<file path="config.mk">
export PLATFORM = sky130hd
export DESIGN_NAME = mc_muldiv_unit
export DESIGN_NICKNAME = d
export VERILOG_FILES = /design/src/rtl/mc_pkg.sv /design/src/rtl/mc_muldiv_step.sv /design/src/rtl/mc_muldiv_unit.sv
export SDC_FILE = /design/constraint.sdc
export NUM_CORES = 1
export LEC_CHECK = 0
export ABC_AREA = 1
export ABC_CLOCK_PERIOD_IN_PS = 11500
export BUFFER_PORTS_ARGS = -buffer_cell sky130_fd_sc_hd__buf_2
export CAP_MARGIN = 20
export CORE_MARGIN = 4
export CORE_UTILIZATION = 44
export CTS_CLUSTER_DIAMETER = 50
export DETAILED_ROUTE_END_ITERATION = 6
export SLEW_MARGIN = 20
export SYNTH_ARGS = -nofsm -noshare
export SYNTH_HDL_FRONTEND = slang
export SYNTH_SLANG_ARGS = --single-unit
</file>
<file path="constraint.sdc">
create_clock -name clk -period 11.5 [get_ports clk]
set_input_delay 2.3 -clock clk [delete_from_list [all_inputs] [get_ports clk]]
set_output_delay 2.3 -clock clk [all_outputs]
set_load 0.01 [all_outputs]
</file>
<file path="src/rtl/mc_pkg.sv">
// Shared definitions for the multicycle ARM core multiply/divide unit:
// op encodings, FSM state encoding, completion kinds and flag bit indices.
package mc_pkg;

  localparam logic [2:0] OP_MUL   = 3'b000;
  localparam logic [2:0] OP_UMULL = 3'b001;
  localparam logic [2:0] OP_SMULL = 3'b010;
  localparam logic [2:0] OP_UDIV  = 3'b100;
  localparam logic [2:0] OP_SDIV  = 3'b101;

  typedef enum logic [1:0] {
    S_IDLE = 2'b00,
    S_CALC = 2'b01,
    S_FIX  = 2'b10
  } state_e;

  // How FIX should build its result: normal iteration, divide by zero, or illegal op.
  typedef enum logic [1:0] {
    K_NORM = 2'b00,
    K_DIV0 = 2'b01,
    K_ILL  = 2'b10
  } kind_e;

  localparam int FLAG_N = 3;
  localparam int FLAG_Z = 2;
  localparam int FLAG_C = 1;
  localparam int FLAG_V = 0;

  // Ops whose operands are two's complement and get magnitude-converted at launch.
  function automatic logic is_signed_op(input logic [2:0] op);
    return (op == OP_SMULL) || (op == OP_SDIV);
  endfunction

endpackage

</file>
<file path="src/rtl/mc_muldiv_step.sv">
// One combinational radix-2 step. Multiply mode: shift-add with the
// multiplier consumed from q's lsb and product bits entering q's msb.
// Divide mode: restoring shift-subtract with the dividend leaving q's msb
// and quotient bits entering q's lsb. d_i is the multiplicand or divisor.
module mc_muldiv_step #(
  parameter int WIDTH = 32
) (
  input  logic             div_mode,
  input  logic [WIDTH-1:0] acc_i,
  input  logic [WIDTH-1:0] q_i,
  input  logic [WIDTH-1:0] d_i,
  output logic [WIDTH-1:0] acc_o,
  output logic [WIDTH-1:0] q_o
);

  logic [WIDTH:0] sum_s;
  logic [WIDTH:0] trial_s;
  logic [WIDTH:0] diff_s;

  // Single shift-add or restoring shift-subtract step.
  always_comb begin
    sum_s   = {(WIDTH+1){1'b0}};
    trial_s = {(WIDTH+1){1'b0}};
    diff_s  = {(WIDTH+1){1'b0}};
    acc_o   = acc_i;
    q_o     = q_i;
    if (div_mode) begin
      // Remainder stays below the divisor, so trial - divisor fits in WIDTH+1 bits.
      trial_s = {acc_i, q_i[WIDTH-1]};
      diff_s  = trial_s - {1'b0, d_i};
      if (!diff_s[WIDTH]) begin
        acc_o = diff_s[WIDTH-1:0];
        q_o   = {q_i[WIDTH-2:0], 1'b1};
      end else begin
        acc_o = trial_s[WIDTH-1:0];
        q_o   = {q_i[WIDTH-2:0], 1'b0};
      end
    end else begin
      if (q_i[0]) begin
        sum_s = {1'b0, acc_i} + {1'b0, d_i};
      end else begin
        sum_s = {1'b0, acc_i};
      end
      acc_o = sum_s[WIDTH:1];
      q_o   = {sum_s[0], q_i[WIDTH-1:1]};
    end
  end

endmodule

</file>
<file path="src/rtl/mc_muldiv_unit.sv">
// Iterative multiply/divide execute unit (MUL, UMULL, SMULL, UDIV, SDIV).
// Operands are magnitude-converted at launch, iterated UNROLL steps per
// cycle in CALC, and sign-corrected in FIX.
// Optional: define MULDIV_EARLY_TERM_EN to leave CALC early on multiplies
// once the remaining multiplier bits are all zero.
module mc_muldiv_unit
  import mc_pkg::*;
#(
  parameter int WIDTH  = 32,
  parameter int UNROLL = 1
) (
  input  logic             clk,
  input  logic             reset,
  input  logic             start,
  input  logic [2:0]       op,
  input  logic [WIDTH-1:0] a,
  input  logic [WIDTH-1:0] b,
  output logic             busy,
  output logic             done,
  output logic [WIDTH-1:0] result_lo,
  output logic [WIDTH-1:0] result_hi,
  output logic [3:0]       flags,
  output logic             div_by_zero
);

  localparam int N  = WIDTH / UNROLL;
  localparam int CW = $clog2(N + 1);
  localparam logic [WIDTH-1:0] ZERO_W = {WIDTH{1'b0}};
  localparam logic [WIDTH-1:0] ONES_W = {WIDTH{1'b1}};
  localparam logic [WIDTH-1:0] MIN_W  = {1'b1, {(WIDTH-1){1'b0}}};

  state_e           state_q, state_d;
  kind_e            kind_q, kind_d;
  logic [2:0]       op_q, op_d;
  logic [WIDTH-1:0] acc_q, acc_d;
  logic [WIDTH-1:0] q_q, q_d;
  logic [WIDTH-1:0] dv_q, dv_d;
  logic [CW-1:0]    cnt_q, cnt_d;
  logic             qneg_q, qneg_d;
  logic             rneg_q, rneg_d;
  logic             ovf_q, ovf_d;
  logic             busy_q, busy_d;
  logic             done_q, done_d;
  logic [WIDTH-1:0] lo_q, lo_d;
  logic [WIDTH-1:0] hi_q, hi_d;
  logic [3:0]       flags_q, flags_d;
  logic             dbz_q, dbz_d;
`ifdef MULDIV_EARLY_TERM_EN
  logic [WIDTH-1:0] mrem_q, mrem_d;
`endif

  logic             sa_s, sb_s, long_s;
  logic [WIDTH-1:0] a_abs_s, b_abs_s, res_lo_s, res_hi_s;
  logic [2*WIDTH-1:0] prod_s, prod_neg_s;

  logic [WIDTH-1:0] ch_acc [UNROLL+1];
  logic [WIDTH-1:0] ch_q   [UNROLL+1];

  assign ch_acc[0] = acc_q;
  assign ch_q[0]   = q_q;

  for (genvar gi = 0; gi < UNROLL; gi++) begin : g_step
    mc_muldiv_step #(.WIDTH(WIDTH)) u_step (
      .div_mode (op_q[2]),
      .acc_i    (ch_acc[gi]),
      .q_i      (ch_q[gi]),
      .d_i      (dv_q),
      .acc_o    (ch_acc[gi+1]),
      .q_o      (ch_q[gi+1])
    );
  end

  // Raw product, realigned when the multiply left CALC before all steps ran.
  always_comb begin
`ifdef MULDIV_EARLY_TERM_EN
    prod_s = {acc_q, q_q} >> (WIDTH - int'(cnt_q) * UNROLL);
`else
    prod_s = {acc_q, q_q};
`endif
    if (qneg_q) begin
      prod_neg_s = {(2*WIDTH){1'b0}} - prod_s;
    end else begin
      prod_neg_s = prod_s;
    end
  end

  // Next-state, datapath and result/flag computation.
  always_comb begin
    state_d  = state_q;
    kind_d   = kind_q;
    op_d     = op_q;
    acc_d    = acc_q;
    q_d      = q_q;
    dv_d     = dv_q;
    cnt_d    = cnt_q;
    qneg_d   = qneg_q;
    rneg_d   = rneg_q;
    ovf_d    = ovf_q;
    lo_d     = lo_q;
    hi_d     = hi_q;
    flags_d  = flags_q;
    dbz_d    = dbz_q;
    done_d   = 1'b0;
    res_lo_s = ZERO_W;
    res_hi_s = ZERO_W;
    long_s   = 1'b0;
`ifdef MULDIV_EARLY_TERM_EN
    mrem_d   = mrem_q;
`endif
    sa_s     = a[WIDTH-1] & is_signed_op(op);
    sb_s     = b[WIDTH-1] & is_signed_op(op);
    a_abs_s  = sa_s ? (ZERO_W - a) : a;
    b_abs_s  = sb_s ? (ZERO_W - b) : b;

    case (state_q)
      S_IDLE: begin
        if (start) begin
          op_d   = op;
          cnt_d  = {CW{1'b0}};
          acc_d  = ZERO_W;
          kind_d = K_NORM;
          qneg_d = sa_s ^ sb_s;
          rneg_d = sa_s;
          ovf_d  = 1'b0;
          case (op)
            OP_MUL, OP_UMULL, OP_SMULL: begin
              q_d     = b_abs_s;
              dv_d    = a_abs_s;
              state_d = S_CALC;
`ifdef MULDIV_EARLY_TERM_EN
              mrem_d  = b_abs_s;
              if (b_abs_s == ZERO_W) begin
                state_d = S_FIX;
              end else begin
                state_d = S_CALC;
              end
`endif
            end
            OP_UDIV, OP_SDIV: begin
              if (b == ZERO_W) begin
                // Keep the raw dividend; it is reported as the remainder.
                kind_d  = K_DIV0;
                q_d     = a;
                state_d = S_FIX;
              end else begin
                q_d     = a_abs_s;
                dv_d    = b_abs_s;
                ovf_d   = (op == OP_SDIV) && (a == MIN_W) && (b == ONES_W);
                state_d = S_CALC;
              end
            end
            default: begin
              kind_d  = K_ILL;
              state_d = S_FIX;
            end
          endcase
        end else begin
          state_d = S_IDLE;
        end
      end

      S_CALC: begin
        acc_d = ch_acc[UNROLL];
        q_d   = ch_q[UNROLL];
        cnt_d = cnt_q + CW'(1);
        if (cnt_q == CW'(N - 1)) begin
          state_d = S_FIX;
        end else begin
          state_d = S_CALC;
        end
`ifdef MULDIV_EARLY_TERM_EN
        mrem_d = mrem_q >> UNROLL;
        if (!op_q[2] && (mrem_d == ZERO_W)) begin
          state_d = S_FIX;
        end else begin
          mrem_d = mrem_q >> UNROLL;
        end
`endif
      end

      S_FIX: begin
        long_s = (op_q == OP_UMULL) || (op_q == OP_SMULL);
        case (kind_q)
          K_DIV0: begin
            res_lo_s = ZERO_W;
            res_hi_s = q_q;
          end
          K_ILL: begin
            res_lo_s = ZERO_W;
            res_hi_s = ZERO_W;
          end
          default: begin
            case (op_q)
              OP_MUL: begin
                res_lo_s = prod_s[WIDTH-1:0];
                res_hi_s = ZERO_W;
              end
              OP_UMULL, OP_SMULL: begin
                res_lo_s = prod_neg_s[WIDTH-1:0];
                res_hi_s = prod_neg_s[2*WIDTH-1:WIDTH];
              end
              OP_UDIV, OP_SDIV: begin
                // Quotient truncates toward zero; remainder follows the dividend.
                res_lo_s = qneg_q ? (ZERO_W - q_q) : q_q;
                res_hi_s = rneg_q ? (ZERO_W - acc_q) : acc_q;
              end
              default: begin
                res_lo_s = ZERO_W;
                res_hi_s = ZERO_W;
              end
            endcase
          end
        endcase
        flags_d = 4'b0000;
        if (kind_q != K_ILL) begin
          flags_d[FLAG_N] = long_s ? res_hi_s[WIDTH-1] : res_lo_s[WIDTH-1];
          flags_d[FLAG_Z] = long_s ? ({res_hi_s, res_lo_s} == {(2*WIDTH){1'b0}})
                                   : (res_lo_s == ZERO_W);
          flags_d[FLAG_C] = 1'b0;
          flags_d[FLAG_V] = ovf_q && (kind_q == K_NORM);
        end else begin
          flags_d = 4'b0000;
        end
        lo_d    = res_lo_s;
        hi_d    = res_hi_s;
        dbz_d   = (kind_q == K_DIV0);
        done_d  = 1'b1;
        state_d = S_IDLE;
      end

      default: begin
        state_d = S_IDLE;
      end
    endcase

    busy_d = (state_d != S_IDLE);
  end

  // State, datapath and output registers with asynchronous reset.
  always_ff @(posedge clk or posedge reset) begin
    if (reset) begin
      state_q <= S_IDLE;
      kind_q  <= K_NORM;
      op_q    <= 3'b000;
      acc_q   <= ZERO_W;
      q_q     <= ZERO_W;
      dv_q    <= ZERO_W;
      cnt_q   <= {CW{1'b0}};
      qneg_q  <= 1'b0;
      rneg_q  <= 1'b0;
      ovf_q   <= 1'b0;
      busy_q  <= 1'b0;
      done_q  <= 1'b0;
      lo_q    <= ZERO_W;
      hi_q    <= ZERO_W;
      flags_q <= 4'b0000;
      dbz_q   <= 1'b0;
`ifdef MULDIV_EARLY_TERM_EN
      mrem_q  <= ZERO_W;
`endif
    end else begin
      state_q <= state_d;
      kind_q  <= kind_d;
      op_q    <= op_d;
      acc_q   <= acc_d;
      q_q     <= q_d;
      dv_q    <= dv_d;
      cnt_q   <= cnt_d;
      qneg_q  <= qneg_d;
      rneg_q  <= rneg_d;
      ovf_q   <= ovf_d;
      busy_q  <= busy_d;
      done_q  <= done_d;
      lo_q    <= lo_d;
      hi_q    <= hi_d;
      flags_q <= flags_d;
      dbz_q   <= dbz_d;
`ifdef MULDIV_EARLY_TERM_EN
      mrem_q  <= mrem_d;
`endif
    end
  end

  assign busy        = busy_q;
  assign done        = done_q;
  assign result_lo   = lo_q;
  assign result_hi   = hi_q;
  assign flags       = flags_q;
  assign div_by_zero = dbz_q;

endmodule

</file>
; Word-level counts from Yosys, hierarchy flattened
; Cells that the tools add are included.
[op_classes]
order_cmp = 0
n_bitwise = 3
n_mul = 0
reduce_logical = 24
shifts = 0
mux = 39
addsub = 8
n_div = 0
n_eq_ne = 19
[op_table]
columns = cell, count
row1 = 32-bit 2-to-1 mux, 14
row2 = 32-bit case mux with 2 select lines, 6
row3 = 1-bit by 32-bit subtractor with 32-bit output (first input constant), 4
row4 = 32-bit case mux with 3 select lines, 1
row5 = 32-bit equality test (second input constant), 2
row6 = 32-bit logical NOT, 2
row7 = 64-bit logical NOT, 1
row8 = 64-bit 2-to-1 mux, 1
row9 = 1-bit by 64-bit subtractor with 64-bit output (first input constant), 1
row10 = 32-bit by 32-bit adder with 33-bit output, 1
row11 = 33-bit 2-to-1 mux, 1
row12 = 33-bit by 32-bit subtractor with 33-bit output, 1
row13 = 3-bit equality test (second input constant), 4
row14 = 2-bit case mux with 2 select lines, 3
row15 = 6-bit case mux with 2 select lines, 1
row16 = 2-bit OR reduction, 4
row17 = 1-bit 2-to-1 mux, 7
row18 = 6-bit by 1-bit adder with 6-bit output (second input constant), 1
row19 = 3-bit by 1-bit equality test with 1-bit output (second input constant), 2
row20 = 3-bit by 2-bit equality test with 1-bit output (second input constant), 2
row21 = 6-bit by 5-bit equality test with 1-bit output (second input constant), 1
row22 = 3-bit logical NOT, 2
row23 = 2-bit 2-to-1 mux, 3
row24 = 6-bit 2-to-1 mux, 1
row25 = 15 further kinds, 27
[word_totals]
register_bits = 183
in_bits = 70
output_inout_bits = 71
latchBits = 0
word_cells = 109
mem_bits_ro = 0
mem_bits_rw = 0
n_memories = 0

; Depth between registers and ports, before layout
[depth]
word_depth = 8
mapped_depth = 25

; Cells and area by module
; A second synthesis with hierarchy kept.
[hier_totals]
hier_cells = 3414
area_unflattened_um2 = 19790.2
[modules_own_cells]
columns = module, n_inst, cells_each, area_each_um2
row1 = mc_muldiv_unit, 1, 2128, 13688.1
row2 = mc_muldiv_step, 1, 1286, 6102.1

; Worst setup path after synthesis
; Ideal clock, no wire load.
[synth_path]
path_kind = input to register
start = input port b[0]
end = register q_q[28]
path_slack_ns = 7.354
setup_time_ns = 0.120
cell_stages = 18
n_path_buf = 0
arrival_time_ns = 4.025
path_cell_list = inv_1 -> ha_1 -> nand2_2 -> nor2_4 -> nand2_2 -> nor3_4 -> nand3_2 -> nor3_4 -> nand3_2 -> inv_2 -> nand2_1 -> nand2_1 -> xor2_1 -> inv_1 -> nand2_1 -> nand3_1 -> o21ai_1 -> nand2_1
[synth_between]
elab_chain_len = 5
elab_cells_between_ends = 7
cone_classes = add/sub (1) / mux (5) / reduce/logical (1)
[synth_rtl]
columns = item, line
row1 = start: declaration, mc_muldiv_unit.sv:17  ; input logic [WIDTH-1:0] b,
row2 = 1-bit by 32-bit subtractor with 32-bit output / 32-bit logical NOT (equally long branches), "mc_muldiv_unit.sv:113, mc_muldiv_unit.sv:140"
row3 = "32-bit 2-to-1 mux, on equally long branches", "mc_muldiv_unit.sv:113, mc_muldiv_unit.sv:140"
row4 = 32-bit case mux with 2 select lines (*), mc_muldiv_unit.sv:125  ; case (op)
row5 = 32-bit 2-to-1 mux (*), mc_muldiv_unit.sv:117  ; if (start) begin
row6 = 32-bit case mux with 2 select lines (*), mc_muldiv_unit.sv:115  ; case (state_q)
row7 = end signal: assignment, mc_muldiv_unit.sv:266  ; q_q <= q_d;
row8 = end: declaration, mc_muldiv_unit.sv:36  ; logic [WIDTH-1:0] q_q, q_d;
; Every way passes the cells marked *; elsewhere a longest branch is shown, timed or not. The select of a mux whose other input is x is not followed.
; A chain may end at the register's enable or synchronous reset.

; Worst setup path in the final report
[layout_path]
start = input port b[0]
end = register state_q[0]
[layout_between]
elab_chain_len = 5
[layout_rtl]
columns = item, line
row1 = 32-bit logical NOT, mc_muldiv_unit.sv:140  ; if (b == ZERO_W) begin
row2 = 2-bit 2-to-1 mux, mc_muldiv_unit.sv:140
row3 = 2-bit case mux with 2 select lines, mc_muldiv_unit.sv:125
row4 = 2-bit 2-to-1 mux, mc_muldiv_unit.sv:117
row5 = 2-bit case mux with 2 select lines, mc_muldiv_unit.sv:115
row6 = named net state_d[0], mc_muldiv_unit.sv:32  ; state_e state_q, state_d;
row7 = end signal: assignment, mc_muldiv_unit.sv:262  ; state_q <= state_d;
row8 = end: declaration, mc_muldiv_unit.sv:32
; The timed path passes the listed nets, and every way through them passes these cells.

==> results.py <==
metrics = {
    "status": {
        "status": "finished clean",
    },
    "global_route": {
        "globalRouteMet2Util_pct": 52.9,
        "first_global_vias": 19772,
        "grt_max_degree": 107,
        "grt_usage_pct": 36.4,
        "overflow": 0,
        "top_usage_layer": "met2",
        "grt_pass1_wl_um": 123000,
        "grt_antenna_before_repair": 1,
        "met1_usage_pct": 51.2,
        "use_met3_pct": 7.64,
    },
    "cells_and_area": {
        "layout-drive-gt1-share_pct": 9.18,
        "antenna_cells": 0,
        "fill_cells": 4403,
        "final_nets": 3192,
        "syn2layout_area_growth_pct": 8.98,
        "final_common_cell": "nand2_1",
        "mostFrequentLayoutCells": "786 x nand2_1, 342 x nor2_1, 275 x inv_1, 275 x o21ai_0, 221 x a21oi_1",
    },
    "min_path": {
        "worstHoldPathType": "reg -> reg",
    },
    "sta": {
        "worstMarginPinSlew_ps": 1170,
        "period_needed_ps": 4920,
        "setup_tns_ps": 0,
        "rsz0062_at_grt": "no",
        "relSlewSlack_pct": 21.5,
        "min_period_over_period_pct": 42.8,
        "skew_ps": 19.4,
        "max_freq_mhz": 203,
        "slew_violations": 0,
        "setup_viol": 0,
        "finalHoldViolCount": 0,
        "whs_ps": 477,
    },
    "clock_network": {
        "root_buffer": "clkbuf_16",
        "path_clk_slew_ps": 80,
        "cts_buffer_depth": 2,
        "clkSinkCount": 182,
        "cts_made_buffers": 17,
        "clkLatencyLatePin_ps": 480,
        "postCtsSetupBuffers": 0,
        "cts_tree": "built",
        "ctsResizeCount": 0,
        "hold_buffers": 0,
        "cts_max_level": 4,
    },
    "route": {
        "num_vias": 21820,
        "wl_um": 84800,
        "drc": 0,
        "wire_per_inst_um": 23.6,
        "vias_per_cell": 6.07,
        "first_iter_violations": 2534,
        "drt-pass1-iter-count": 6,
        "ant_nets": 0,
    },
    "pwr": {
        "swShare_pct": 61.2,
        "p_leak_nw": 9.58,
        "vdd_drop_max_mv": 0.186,
        "pwr-share-comb_pct": 70.2,
        "internal_power_mw": 2.75,
        "p_seq_share_pct": 20.2,
        "p_clk_share_pct": 9.6,
        "p_total_mw": 7.09,
        "p_switching_mw": 4.34,
        "power_density_nw_per_um2": 352,
    },
    "critical_path": {
        "arrival_ps": 5240,
        "reg2reg_from": "q_q[31]",
        "r2r_slack_ps": 7080,
        "cp-end-kind": "flip-flop",
        "crit_path_max_fanout": 53,
        "worst_setup_path_start_kind": "input pin",
        "rr_worst_depth": 19,
        "crit_type": "in -> reg",
        "startpoint": "b[0]",
        "critical_path_required_ps": 11810,
        "r2r_end": "acc_q[15]",
        "cp-endpoint": "state_q[0]",
    },
    "floorplan": {
        "die_height_um": 213,
        "core_area_sq_um": 41200,
        "die_w_um": 213,
        "die_area_sq_um": 45400,
        "rows": 74,
        "ios": 141,
        "initial_core_util_pct": 44.9,
    },
    "yosys": {
        "synthArstFlopShare_pct": 100,
        "synth_edf_count": 0,
        "synthTopCellsByArea": "dfrtp_1 25%, nand2_1 16%, o21ai_0 7.4%",
        "synth.cell_area_sq_um": 18500,
        "ys_warn_count": 0,
        "yosysSeqAreaShare_pct": 24.6,
        "synth-seq-cells": 182,
        "yosys.area.top_type_share_pct": 24.6,
        "synth_flop_cell": "dfrtp_1",
        "synth.net_count": 3137,
        "synth.distinct_cells": 55,
        "synth_top_area_cell": "dfrtp_1",
        "syn_avg_cell_area_sq_um": 6.18,
        "synthCells": 2992,
    },
    "placement": {
        "gp_congestion": 1.02,
        "post-dp-hpwl_um": 68200,
        "io_buffers": 139,
    },
    "flow_run": {
        "maxCapViolCount": 0,
    },
}
-- area by class of cell --
class	instances	area, sq um	share of cell area (%)
inverter	294	1110	5.52
tap	532	666	3.30
multi-input combinational	2391	12300	61.0
timing repair buffer	161	865	4.29
sequential	182	4560	22.6
clock inverter	15	229	1.14
clock buffer	17	425	2.11
-- synth_stat cells (6+ instances only) --
library cell and count:
a21boi_0 6, a21o_1 9, a21oi_1 221, a22oi_1 13
a31oi_1 23, buf_1 15, buf_2 33, clkbuf_1 68
dfrtp_1 182, ha_1 73, inv_1 276, inv_2 13
nand2_1 786, nand2_2 7, nand3_1 198, nand4_1 35
nor2_1 344, nor2_2 20, nor2_4 6, nor3_1 25
nor4_1 18, o211ai_1 48, o21ai_0 275, o21ai_1 35
o21bai_1 9, o221ai_1 10, o22ai_1 49, or2_2 13
xnor2_1 14, xor2_1 101
-- stage by stage --
stage	instances	util (%)	worst slack, ps	instance area, sq um
after floorplan	2992	-	4260	18500
after global placement	3560	47.3	6160	19500
after detailed placement	3560	47.3	6140	19500
after CTS	3592	48.9	6660	20100
after global routing	3592	48.9	6340	20100
final	3592	48.9	6580	20100
-- worst min path at each step --
| stage | start | endpoint | slack [ps] | cells past startpoint |
|---|---|---|---|---|
| 2_1_floorplan | ovf_q | ovf_q | 450 | 2 |
| 3_3_place_gp | div_by_zero | div_by_zero | 450 | 2 |
| 3_5_place_dp | result_lo[31] | result_lo[31] | 460 | 2 |
| 4_1_cts | result_lo[31] | result_lo[31] | 480 | 2 |
| 5_1_grt | result_hi[3] | result_hi[3] | 500 | 2 |
| 6_report | result_lo[31] | result_lo[31] | 480 | 2 |
-- cell families after synthesis --
logic type | share of synthesized area [%]
compound gates | 22.2
other cells | 0.0203
flops | 24.6
fa+ha+maj | 5.16
simple gates | 33.5
xor+xnor | 5.45
mux | 0.0542
buf+inv | 9.00
-- metal layers --
layer,wire length [um],vias to the layer above
met5,8,-
met4,4560,2
met1,36100,10198
met2,35400,1310
li1,-,10117
met3,8770,193
-- state kept, by name, summed over array words and instances (netlist names), 2 cells and up --
register,flops
flags,3
acc_q,32
result_hi,32
q_q,32
state_q,2
result_lo,32
cnt_q,6
kind_q,2
dv_q,32
op_q,3
-- critical path, cell delays in order --
cell,delay [ps]
buf_2,110
inv_1,110
ha_1,230
nand2_2,90
nor2_4,90
nand2_2,80
nor3_4,200
nand3_2,150
nor3_4,180
nand3_2,130
inv_2,90
nand3_2,420
nand2_1,320
nor2_4,40
buf_4,290
inv_2,240
o21ai_0,130
-- power groups by stage --
stage	clock network (mW)	logic, mW	registers [mW]
global placement	0	4.76	1.41
CTS	0.685	4.81	1.40
finish	0.678	4.98	1.43
global route	0.709	5.39	1.44
floorplan	0	3.27	1.19
detailed placement	0	4.79	1.41
Power figures use the tool's default switching activity.
